`src/rtl/hdmi_packet_pkg.sv`:
```
// Shared packet-type codes, BCH generator and drain FSM state for the
// HDMI data-island receive path.
package hdmi_packet_pkg;

    localparam logic [7:0] PKT_NULL         = 8'h00;
    localparam logic [7:0] PKT_ACR          = 8'h01;
    localparam logic [7:0] PKT_AUDIO_SAMPLE = 8'h02;
    localparam logic [7:0] PKT_AVI          = 8'h82;
    localparam logic [7:0] PKT_AUDIO_INFO   = 8'h84;

    // G(x) = 1 + x^6 + x^7 + x^8 in right-shifting (LSB-first) form
    localparam logic [7:0] BCH_POLY = 8'h83;

    typedef enum logic {
        DRAIN_IDLE = 1'b0,
        DRAIN_EMIT = 1'b1
    } drain_state_t;

    function automatic logic [7:0] bch_step(input logic [7:0] parity, input logic bit_in);
        return (parity >> 1) ^ (((parity[0] ^ bit_in) == 1'b1) ? BCH_POLY : 8'h00);
    endfunction

endpackage

```
`src/rtl/bch_serial_check.sv`:
```
// Serial BCH parity accumulator, LSB first, one or two bits per pixel.
// With clear high the accumulation restarts from zero on the same cycle.
module bch_serial_check
    import hdmi_packet_pkg::*;
#(
    parameter int BITS_PER_CYCLE = 1
) (
    input  logic                      clk_pixel,
    input  logic                      reset_n,
    input  logic                      clear,
    input  logic                      enable,
    input  logic [BITS_PER_CYCLE-1:0] data,
    output logic [7:0]                parity
);

    logic [7:0] parity_reg;
    logic [7:0] parity_next;

    // data[0] is the earlier (even) bit of the pair
    always_comb begin
        parity_next = clear ? 8'h00 : parity_reg;
        for (int b = 0; b < BITS_PER_CYCLE; b++) begin
            parity_next = bch_step(parity_next, data[b]);
        end
    end

    always_ff @(posedge clk_pixel) begin
        if (!reset_n) begin
            parity_reg <= 8'h00;
        end else if (enable) begin
            parity_reg <= parity_next;
        end
    end

    assign parity = parity_reg;

endmodule

```
`src/rtl/packet_decoder.sv`:
```
// Data-island packet receiver: deserializes TERC4 nibbles, checks BCH parity,
// decodes ACR N/CTS and drains Audio Sample subpackets one stereo sample per cycle.
module packet_decoder
    import hdmi_packet_pkg::*;
#(
    parameter int AUDIO_BIT_WIDTH = 16
) (
    input  logic                            clk_pixel,
    input  logic                            reset_n,
    input  logic                            island_valid,
    input  logic [3:0]                      ch0,
    input  logic [3:0]                      ch1,
    input  logic [3:0]                      ch2,
    output logic                            packet_valid,
    output logic [23:0]                     header,
    output logic [3:0][55:0]                sub,
    output logic                            header_err,
    output logic [3:0]                      sub_err,
    output logic [19:0]                     n,
    output logic [19:0]                     cts,
    output logic                            acr_update,
    output logic [1:0][AUDIO_BIT_WIDTH-1:0] audio_sample_word,
    output logic                            audio_sample_valid
);

    logic [4:0]   pix_reg;
    logic [30:0]  header_sr_reg;
    logic [61:0]  sub_sr_reg [4];
    logic [31:0]  header_full;
    logic [63:0]  sub_full [4];
    logic [7:0]   header_parity;
    logic [7:0]   sub_parity [4];
    logic         header_err_next;
    logic [3:0]   sub_err_next;
    logic         last_pixel;
    logic         lfsr_clear;
    logic         is_acr;
    logic         audio_start;
    logic [3:0]   audio_mask;
    drain_state_t drain_state_reg;
    logic [3:0]   drain_mask_reg;
    logic [3:0]   drain_mask_next;
    logic [1:0]   drain_idx;
    logic         unused_ch0_bits;

    assign unused_ch0_bits = ^{ch0[3], ch0[1:0]};

    assign last_pixel  = island_valid && (pix_reg == 5'd31);
    assign lfsr_clear  = (pix_reg == 5'd0);

    // The shift registers hold bits 0..30 (62 for subpackets); the live pixel completes the word
    assign header_full     = {ch0[2], header_sr_reg};
    assign header_err_next = (header_full[31:24] != header_parity);

    bch_serial_check #(
        .BITS_PER_CYCLE(1)
    ) u_header_bch (
        .clk_pixel (clk_pixel),
        .reset_n   (reset_n),
        .clear     (lfsr_clear),
        .enable    (island_valid && (pix_reg < 5'd24)),
        .data      (ch0[2]),
        .parity    (header_parity)
    );

    genvar gi;
    generate
        for (gi = 0; gi < 4; gi++) begin : g_sub
            assign sub_full[gi]     = {ch2[gi], ch1[gi], sub_sr_reg[gi]};
            assign sub_err_next[gi] = (sub_full[gi][63:56] != sub_parity[gi]);

            bch_serial_check #(
                .BITS_PER_CYCLE(2)
            ) u_sub_bch (
                .clk_pixel (clk_pixel),
                .reset_n   (reset_n),
                .clear     (lfsr_clear),
                .enable    (island_valid && (pix_reg < 5'd28)),
                .data      ({ch2[gi], ch1[gi]}),
                .parity    (sub_parity[gi])
            );
        end
    endgenerate

    assign is_acr      = last_pixel && (header_full[7:0] == PKT_ACR) &&
                         !header_err_next && !sub_err_next[0];
    assign audio_start = last_pixel && (header_full[7:0] == PKT_AUDIO_SAMPLE) && !header_err_next;
    assign audio_mask  = header_full[11:8] & ~sub_err_next;

    // Lowest pending subpacket goes next; errored/absent ones never enter the mask
    always_comb begin
        drain_idx = 2'd0;
        for (int i = 3; i >= 0; i--) begin
            if (drain_mask_reg[i]) begin
                drain_idx = 2'(i);
            end
        end
        drain_mask_next = drain_mask_reg & ~(4'b0001 << drain_idx);
    end

    always_ff @(posedge clk_pixel) begin
        if (!reset_n) begin
            pix_reg            <= 5'd0;
            header_sr_reg      <= '0;
            for (int k = 0; k < 4; k++) begin
                sub_sr_reg[k] <= '0;
            end
            packet_valid       <= 1'b0;
            header             <= '0;
            sub                <= '0;
            header_err         <= 1'b0;
            sub_err            <= '0;
            n                  <= '0;
            cts                <= '0;
            acr_update         <= 1'b0;
            audio_sample_word  <= '0;
            audio_sample_valid <= 1'b0;
            drain_state_reg    <= DRAIN_IDLE;
            drain_mask_reg     <= '0;
        end else begin
            packet_valid       <= last_pixel;
            acr_update         <= is_acr;
            audio_sample_valid <= 1'b0;

            if (island_valid) begin
                pix_reg       <= pix_reg + 5'd1;
                header_sr_reg <= header_full[31:1];
                for (int k = 0; k < 4; k++) begin
                    sub_sr_reg[k] <= sub_full[k][63:2];
                end
            end else begin
                pix_reg <= 5'd0;
            end

            if (last_pixel) begin
                header     <= header_full[23:0];
                header_err <= header_err_next;
                sub_err    <= sub_err_next;
                for (int k = 0; k < 4; k++) begin
                    sub[k] <= sub_full[k][55:0];
                end
            end

            if (is_acr) begin
                cts <= {sub_full[0][11:8], sub_full[0][23:16], sub_full[0][31:24]};
                n   <= {sub_full[0][35:32], sub_full[0][47:40], sub_full[0][55:48]};
            end

            case (drain_state_reg)
                DRAIN_IDLE: begin
                    if (audio_start && (audio_mask != 4'd0)) begin
                        drain_mask_reg  <= audio_mask;
                        drain_state_reg <= DRAIN_EMIT;
                    end
                end
                DRAIN_EMIT: begin
                    audio_sample_valid   <= 1'b1;
                    audio_sample_word[0] <= sub[drain_idx][AUDIO_BIT_WIDTH-1:0];
                    audio_sample_word[1] <= sub[drain_idx][24 +: AUDIO_BIT_WIDTH];
                    drain_mask_reg       <= drain_mask_next;
                    if (drain_mask_next == 4'd0) begin
                        drain_state_reg <= DRAIN_IDLE;
                    end
                end
            endcase
        end
    end

endmodule

```
`config.mk`:
```
export PLATFORM = sky130hd
export DESIGN_NAME = packet_decoder
export DESIGN_NICKNAME = d
export VERILOG_FILES = /design/src/rtl/hdmi_packet_pkg.sv /design/src/rtl/bch_serial_check.sv /design/src/rtl/packet_decoder.sv
export SDC_FILE = /design/constraint.sdc
export NUM_CORES = 1
export LEC_CHECK = 0
export ABC_AREA = 0
export CAP_MARGIN = 20
export CORE_MARGIN = 3
export CORE_UTILIZATION = 50
export DETAILED_ROUTE_END_ITERATION = 8
export GPL_ROUTABILITY_DRIVEN = 0
export GPL_TIMING_DRIVEN = 1
export PLACE_DENSITY = 0.84
export SYNTH_ARGS = -nofsm -noshare
export SYNTH_HDL_FRONTEND = slang
export SYNTH_HIERARCHICAL = 1
export SYNTH_SLANG_ARGS = --single-unit
```
`constraint.sdc`:
```
create_clock -name clk_pixel -period 7.4 [get_ports clk_pixel]
set_clock_uncertainty 0.1 [all_clocks]
set_input_delay 0.74 -clock clk_pixel [delete_from_list [all_inputs] [get_ports clk_pixel]]
set_output_delay 0.74 -clock clk_pixel [all_outputs]
set_load 0.01 [all_outputs]
```
==> results of run 1 <==
## worst max-delay path: stages
cell and delay [ns]:
clkbuf_8 0.36, buf_4 0.87, inv_1 0.38, nand2_8 0.63, buf_4 0.93
## final cells by class
type | count | area share
timing repair buffer | 360 | 0.115
clock inverter | 29 | 0.00810
multi-input combinational | 1587 | 0.287
sequential | 657 | 0.499
tap | 672 | 0.0268
inverter | 26 | 0.00335
clock buffer | 93 | 0.0616
## cell families after synthesis
logic type | share of synthesized area
AOI/OAI and AO/OA | 0.114
adders and majority gates | 0.00147
and+or+nand+nor | 0.183
muxes | 0.0247
DFF | 0.613
buffers and inverters | 0.0366
xor gates and xnor gates | 0.0269
## cell usage after synthesis (all sizes together) (6+ instances only)
cell    count
clkbuf    169
a21oi     229
a21boi     76
and3b       7
nor3        9
nand3b      6
nand2     602
a22oi      32
o21ai      11
and3      253
o22ai      17
and2       19
xnor2      67
inv        26
nand2b      8
nor2       54
nand4      11
o211ai     33
nor2b       7
edfxtp    248
dfxtp     409
buf        31
mux2i      63
o211a      37
## stage by stage
stage          cells  hold WS, ns  power (W)
2_1_floorplan   2470        0.330    0.00422
3_3_place_gp    3300        0.341    0.00430
3_5_place_dp    3300        0.345    0.00432
4_1_cts         3422        0.354    0.00765
5_1_grt         3424        0.369    0.00783
6_report        3424        0.352    0.00760
## metal layers
layer | GRT usage | vias to the layer above | wire [µm]
li1 | - | 9011 | -
met1 | 0.329 | 9561 | 28400
met2 | 0.414 | 928 | 33700
met3 | 0.0531 | 157 | 5920
met4 | 0.114 | 0 | 3070
met5 | 0 | - | 0
## final timing paths
kind	start	end	slack, ns	depth (start not counted)
setup / recovery	island_valid	sub_sr_reg[1][23]	3.41	5
hold / removal	cts[16]	cts[16]	0.35	2
setup reg to reg	pix_reg[0]	sub[106]	3.65	9
hold reg to reg	cts[16]	cts[16]	0.35	2
## power by group
group / switching (W) / internal, W / leakage (nW) / total [W]
clock: 0.00138 / 0.00197 / 1.08 / 0.00335
sequential: 0.0000772 / 0.00386 / 6.05 / 0.00393
combinational: 0.000208 / 0.000106 / 4.63 / 0.000313
total: 0.00166 / 0.00594 / 11.8 / 0.00760
==> reports/qor.yml, run 1 <==
placed_design:
  port_buffers: 339
  place_ws_ns: 2.82
  placed_area_um2: 29100
  dpl.hpwl_um: 45300
floorplanning:
  ioPinCount: 343
  die_area_um2: 53700
  coreArea_um2: 50300
  core.rowCount: 82
  fp.dieW_um: 232
  start_util: 0.507
  die_h_um: 232
yosys:
  synth_top_area_share: 0.321
  synthCells: 2470
  synth_edf_count: 248
  yosys.area.top_type: "dfxtp_1"
  synth_nets: 2488
  synth_cell_type_count: 56
  avgSynthCellArea_um2: 10.3
  async_flop_share: 0
  synth_seq_cells: 657
  synth_ff_type: "dfxtp_1"
  synth_area_leaders: "dfxtp_1 (32%), edfxtp_1 (29%), nand2_1 (8.9%), and3_1 (6.2%), a21oi_1 (4.5%)"
  yosysWarnings: 6
  synth_seq_area_share: 0.613
  netlist_area_um2: 25500
clocking:
  cts_buffer_depth: 3
  htree_levels: 3
  cts_buffers: 68
  clk_pin_slew_worst_paths_ns: 0.06
  cts_hold_buffers: 0
  clock_latency_ns: 0.59
  cts_tree: "done"
  post_cts_buffers: 0
  cts-resized-gates: 0
  numClockSinks: 657
  cts_root_buffer: "clkbuf_16"
grt:
  grt_pass1_vias: 18700
  antenna_found_initial: 0
  grt.total_usage: 0.255
  overflow: 0
  grt_pass1_wl_um: 107000
  grt_max_degree: 205
power:
  ir_worst_vdd_mv: 0.137
  leakage_nw: 11.8
  pwr_density_cell_nw_per_um2: 242
drt:
  drc: 0
  first_pass_iters: 6
  wl_per_cell_um: 20.8
  drt-total-wl_um: 71100
  viasPerCell: 5.74
  ant_nets: 0
  drt_iter0_markers: 2091
  vias: 19700
final_layout:
  final_cell_mix: "nand2_1 (600), dfxtp_1 (408), clkdlybuf4s50_1 (337)"
  multiInputGateArea_um2: 8990
  seqCellArea_um2: 15600
  syn_to_final_growth_pct: 23.0
  nNetsFinal: 2718
  final_layout_size_suffix_gt1_frac: 0.0560
  final_cell_area_um2: 31400
  utilization: 0.624
  final_common_cell: "nand2_1"
  largest_reg_flops: 248
  diodes: 0
  fill_cells: 3878
sta:
  finalMaxSlewViolations: 0
  tns_ns: 0
  setup_ws_ns: 3.41
  worst_slew_pin_slew_ns: 1.15
  slew_headroom: 0.233
  hold_viol: 0
  finalSetupViolCount: 0
  max_freq_mhz: 251
  grt_setup_unrepaired: "false"
  period_share: 0.539
  layout_min_cycle_time_ns: 3.99
worst_setup_path:
  worst_ep_required_time_ns: 7.50
  critPathCaptureType: "flop"
  critPathKind: "in2reg"
  critical_path_arrival_ns: 4.08
  crit_fanout: 121
  startpoint_type: "input pin"
worst_hold_path:
  hold_class: "reg2reg"
run:
  drv_cap: 0
outcome:
  status: "finished clean"
Note: power is estimated with default switching activity, not from simulation.
==> run 2, diff against run 1 <==
--- a/config.mk
+++ b/config.mk
@@ -8,11 +8,11 @@
 export ABC_AREA = 0
 export CAP_MARGIN = 20
 export CORE_MARGIN = 3
-export CORE_UTILIZATION = 50
+export CORE_UTILIZATION = 55
 export DETAILED_ROUTE_END_ITERATION = 8
 export GPL_ROUTABILITY_DRIVEN = 0
 export GPL_TIMING_DRIVEN = 1
-export PLACE_DENSITY = 0.84
+export PLACE_DENSITY = 0.87
 export SYNTH_ARGS = -nofsm -noshare
 export SYNTH_HDL_FRONTEND = slang
 export SYNTH_HIERARCHICAL = 1
==> constraint.sdc (replaced) <==
create_clock -name clk_pixel -period 3.9 [get_ports clk_pixel]
set_clock_uncertainty 0.1 [all_clocks]
set_input_delay 0.39 -clock clk_pixel [delete_from_list [all_inputs] [get_ports clk_pixel]]
set_output_delay 0.39 -clock clk_pixel [all_outputs]
set_load 0.01 [all_outputs]
==> run 2 against run 1 <==
Combinational power grew 97%. Routed wire length shrank 0.16%. Final cell count shrank 1.8%. Worst setup slack lost 2.3 ns. Die area shrank 8.9%. Utilization grew 6.9 points. Sequential share of layout area shrank 0.30 points. Via count grew 0.47%. Sequential power grew 90%. Sequential cell count is the same. Critical endpoint is now cts[4]. Highest routed layer unchanged.
==> reports/qor.yml, run 2 (synthesis gave the netlist of run 1 again) <==
worst_setup_path:
  startpoint: "pix_reg[0]"
  crit_fanout: 29
  rrSetupSlack_ns: 1.10
  critPathCaptureType: "flop"
  endpoint: "cts[4]"
  critical_path_arrival_ns: 3.19
  reg2reg_from: "pix_reg[0]"
  critPathKind: "reg2reg"
  r2r_end: "cts[4]"
  ff2ff_path_depth: 9
  worst_ep_required_time_ns: 4.29
  startpoint_type: "flop"
drt:
  drc: 0
  drt-total-wl_um: 71000
  vias: 19800
  viasPerCell: 5.87
  ant_nets: 0
  wl_per_cell_um: 21.1
  drt_iter0_markers: 2163
  first_pass_iters: 6
final_layout:
  syn_to_final_growth_pct: 23.7
  final_layout_size_suffix_gt1_frac: 0.0605
  multiInputGateArea_um2: 8990
  diodes: 0
  seqCellArea_um2: 15600
  final_common_cell: "nand2_1"
  nNetsFinal: 2727
  final_cell_mix: "nand2_1 (600), dfxtp_1 (408), clkdlybuf4s50_1 (337)"
  instances_no_fill: 3362
  fill_cells: 3147
  largest_reg_flops: 248
worst_hold_path:
  hold_class: "in2reg"
power:
  ir_worst_vdd_mv: 0.327
  pwr_density_cell_nw_per_um2: 466
  p_total_w: 0.0147
  leakage_nw: 11.9
floorplanning:
  ioPinCount: 343
  core.rowCount: 78
  start_util: 0.560
  die_h_um: 221
  fp.dieW_um: 221
  coreArea_um2: 45600
  die_area_um2: 49000
grt:
  grt.total_usage: 0.278
  overflow: 0
  grt_max_degree: 240
  grt_pass1_vias: 19100
  grt_pass1_wl_um: 109000
  antenna_found_initial: 1
placed_design:
  port_buffers: 339
  place_ws_ns: 1.06
  dpl.hpwl_um: 45500
  dp.cells: 3240
sta:
  worst_slew_pin_slew_ns: 1.11
  setup_ws_ns: 1.10
  tns_ns: 0
  max_freq_mhz: 357
  grt_setup_unrepaired: "false"
  hold_viol: 0
  layout_min_cycle_time_ns: 2.80
  finalSetupViolCount: 0
  finalMaxSlewViolations: 0
  period_share: 0.718
  slew_headroom: 0.260
clocking:
  cts-resized-gates: 0
  cts_root_buffer: "clkbuf_16"
  numClockSinks: 657
  cts_tree: "done"
  cts_hold_buffers: 0
  cts_buffer_depth: 3
  cts_buffers: 66
  htree_levels: 3
  clk_pin_slew_worst_paths_ns: 0.06
  clock_latency_ns: 0.58
  post_cts_buffers: 0
outcome:
  status: "finished clean"
run:
  drv_cap: 0
==> run 2: cell type report <==
| type | count | share of cell area |
|---|---|---|
| inverter | 26 | 0.00333 |
| clock inverter | 19 | 0.00694 |
| sequential | 657 | 0.496 |
| multi-input combinational | 1587 | 0.285 |
| timing repair buffer | 371 | 0.119 |
| clock buffer | 102 | 0.0658 |
| tap | 600 | 0.0238 |
==> run 2: per-layer routing <==
metal	vias to the layer above	global-route usage	wire length (µm)	part of all wire
met2	1015	0.461	33900	0.48
li1	9019	-	-	-
met1	9532	0.354	27500	0.39
met3	184	0.0532	6090	0.086
met4	0	0.129	3430	0.048
met5	-	0	0	0
==> run 2: worst min-delay path by stage <==
stage | startpoint | endpoint | slack, ns | cells after the start
CTS | reset_n | sub[19] | 0.06 | 2
global route | reset_n | sub[19] | 0.07 | 2
floorplan | pix_reg[0] | pix_reg[0] | 0.33 | 1
finish | reset_n | sub[19] | 0.07 | 2
global placement | pix_reg[0] | pix_reg[0] | 0.34 | 1
detailed placement | cts[1] | cts[1] | 0.35 | 2
==> run 2: worst max-delay path, cell delays in order (launching register included) <==
cell and delay, ns:
dfxtp_1 0.38, ha_1 0.20, and3_1 0.17, ha_1 0.26, nand2_4 0.10, nor4_4 0.34
and4_2 0.49, buf_4 0.37, nand2_1 0.09, a21oi_1 0.18
==> run 2: power by group <==
| group | total [W] | internal [W] | leakage [nW] | switching (W) |
|---|---|---|---|---|
| Sequential | 0.00746 | 0.00731 | 6.05 | 0.000143 |
| Combinational | 0.000618 | 0.000216 | 4.71 | 0.000402 |
| Clock | 0.00661 | 0.00396 | 1.12 | 0.00266 |
==> run 2: through the flow <==
stage / cell area [µm²] / util / hold WS, ns
2_1_floorplan: 25500 / - / 0.330
3_3_place_gp: 29200 / 0.641 / 0.338
3_5_place_dp: 29200 / 0.641 / 0.347
4_1_cts: 31500 / 0.692 / 0.0556
5_1_grt: 31500 / 0.692 / 0.0696
6_report: 31500 / 0.692 / 0.0661
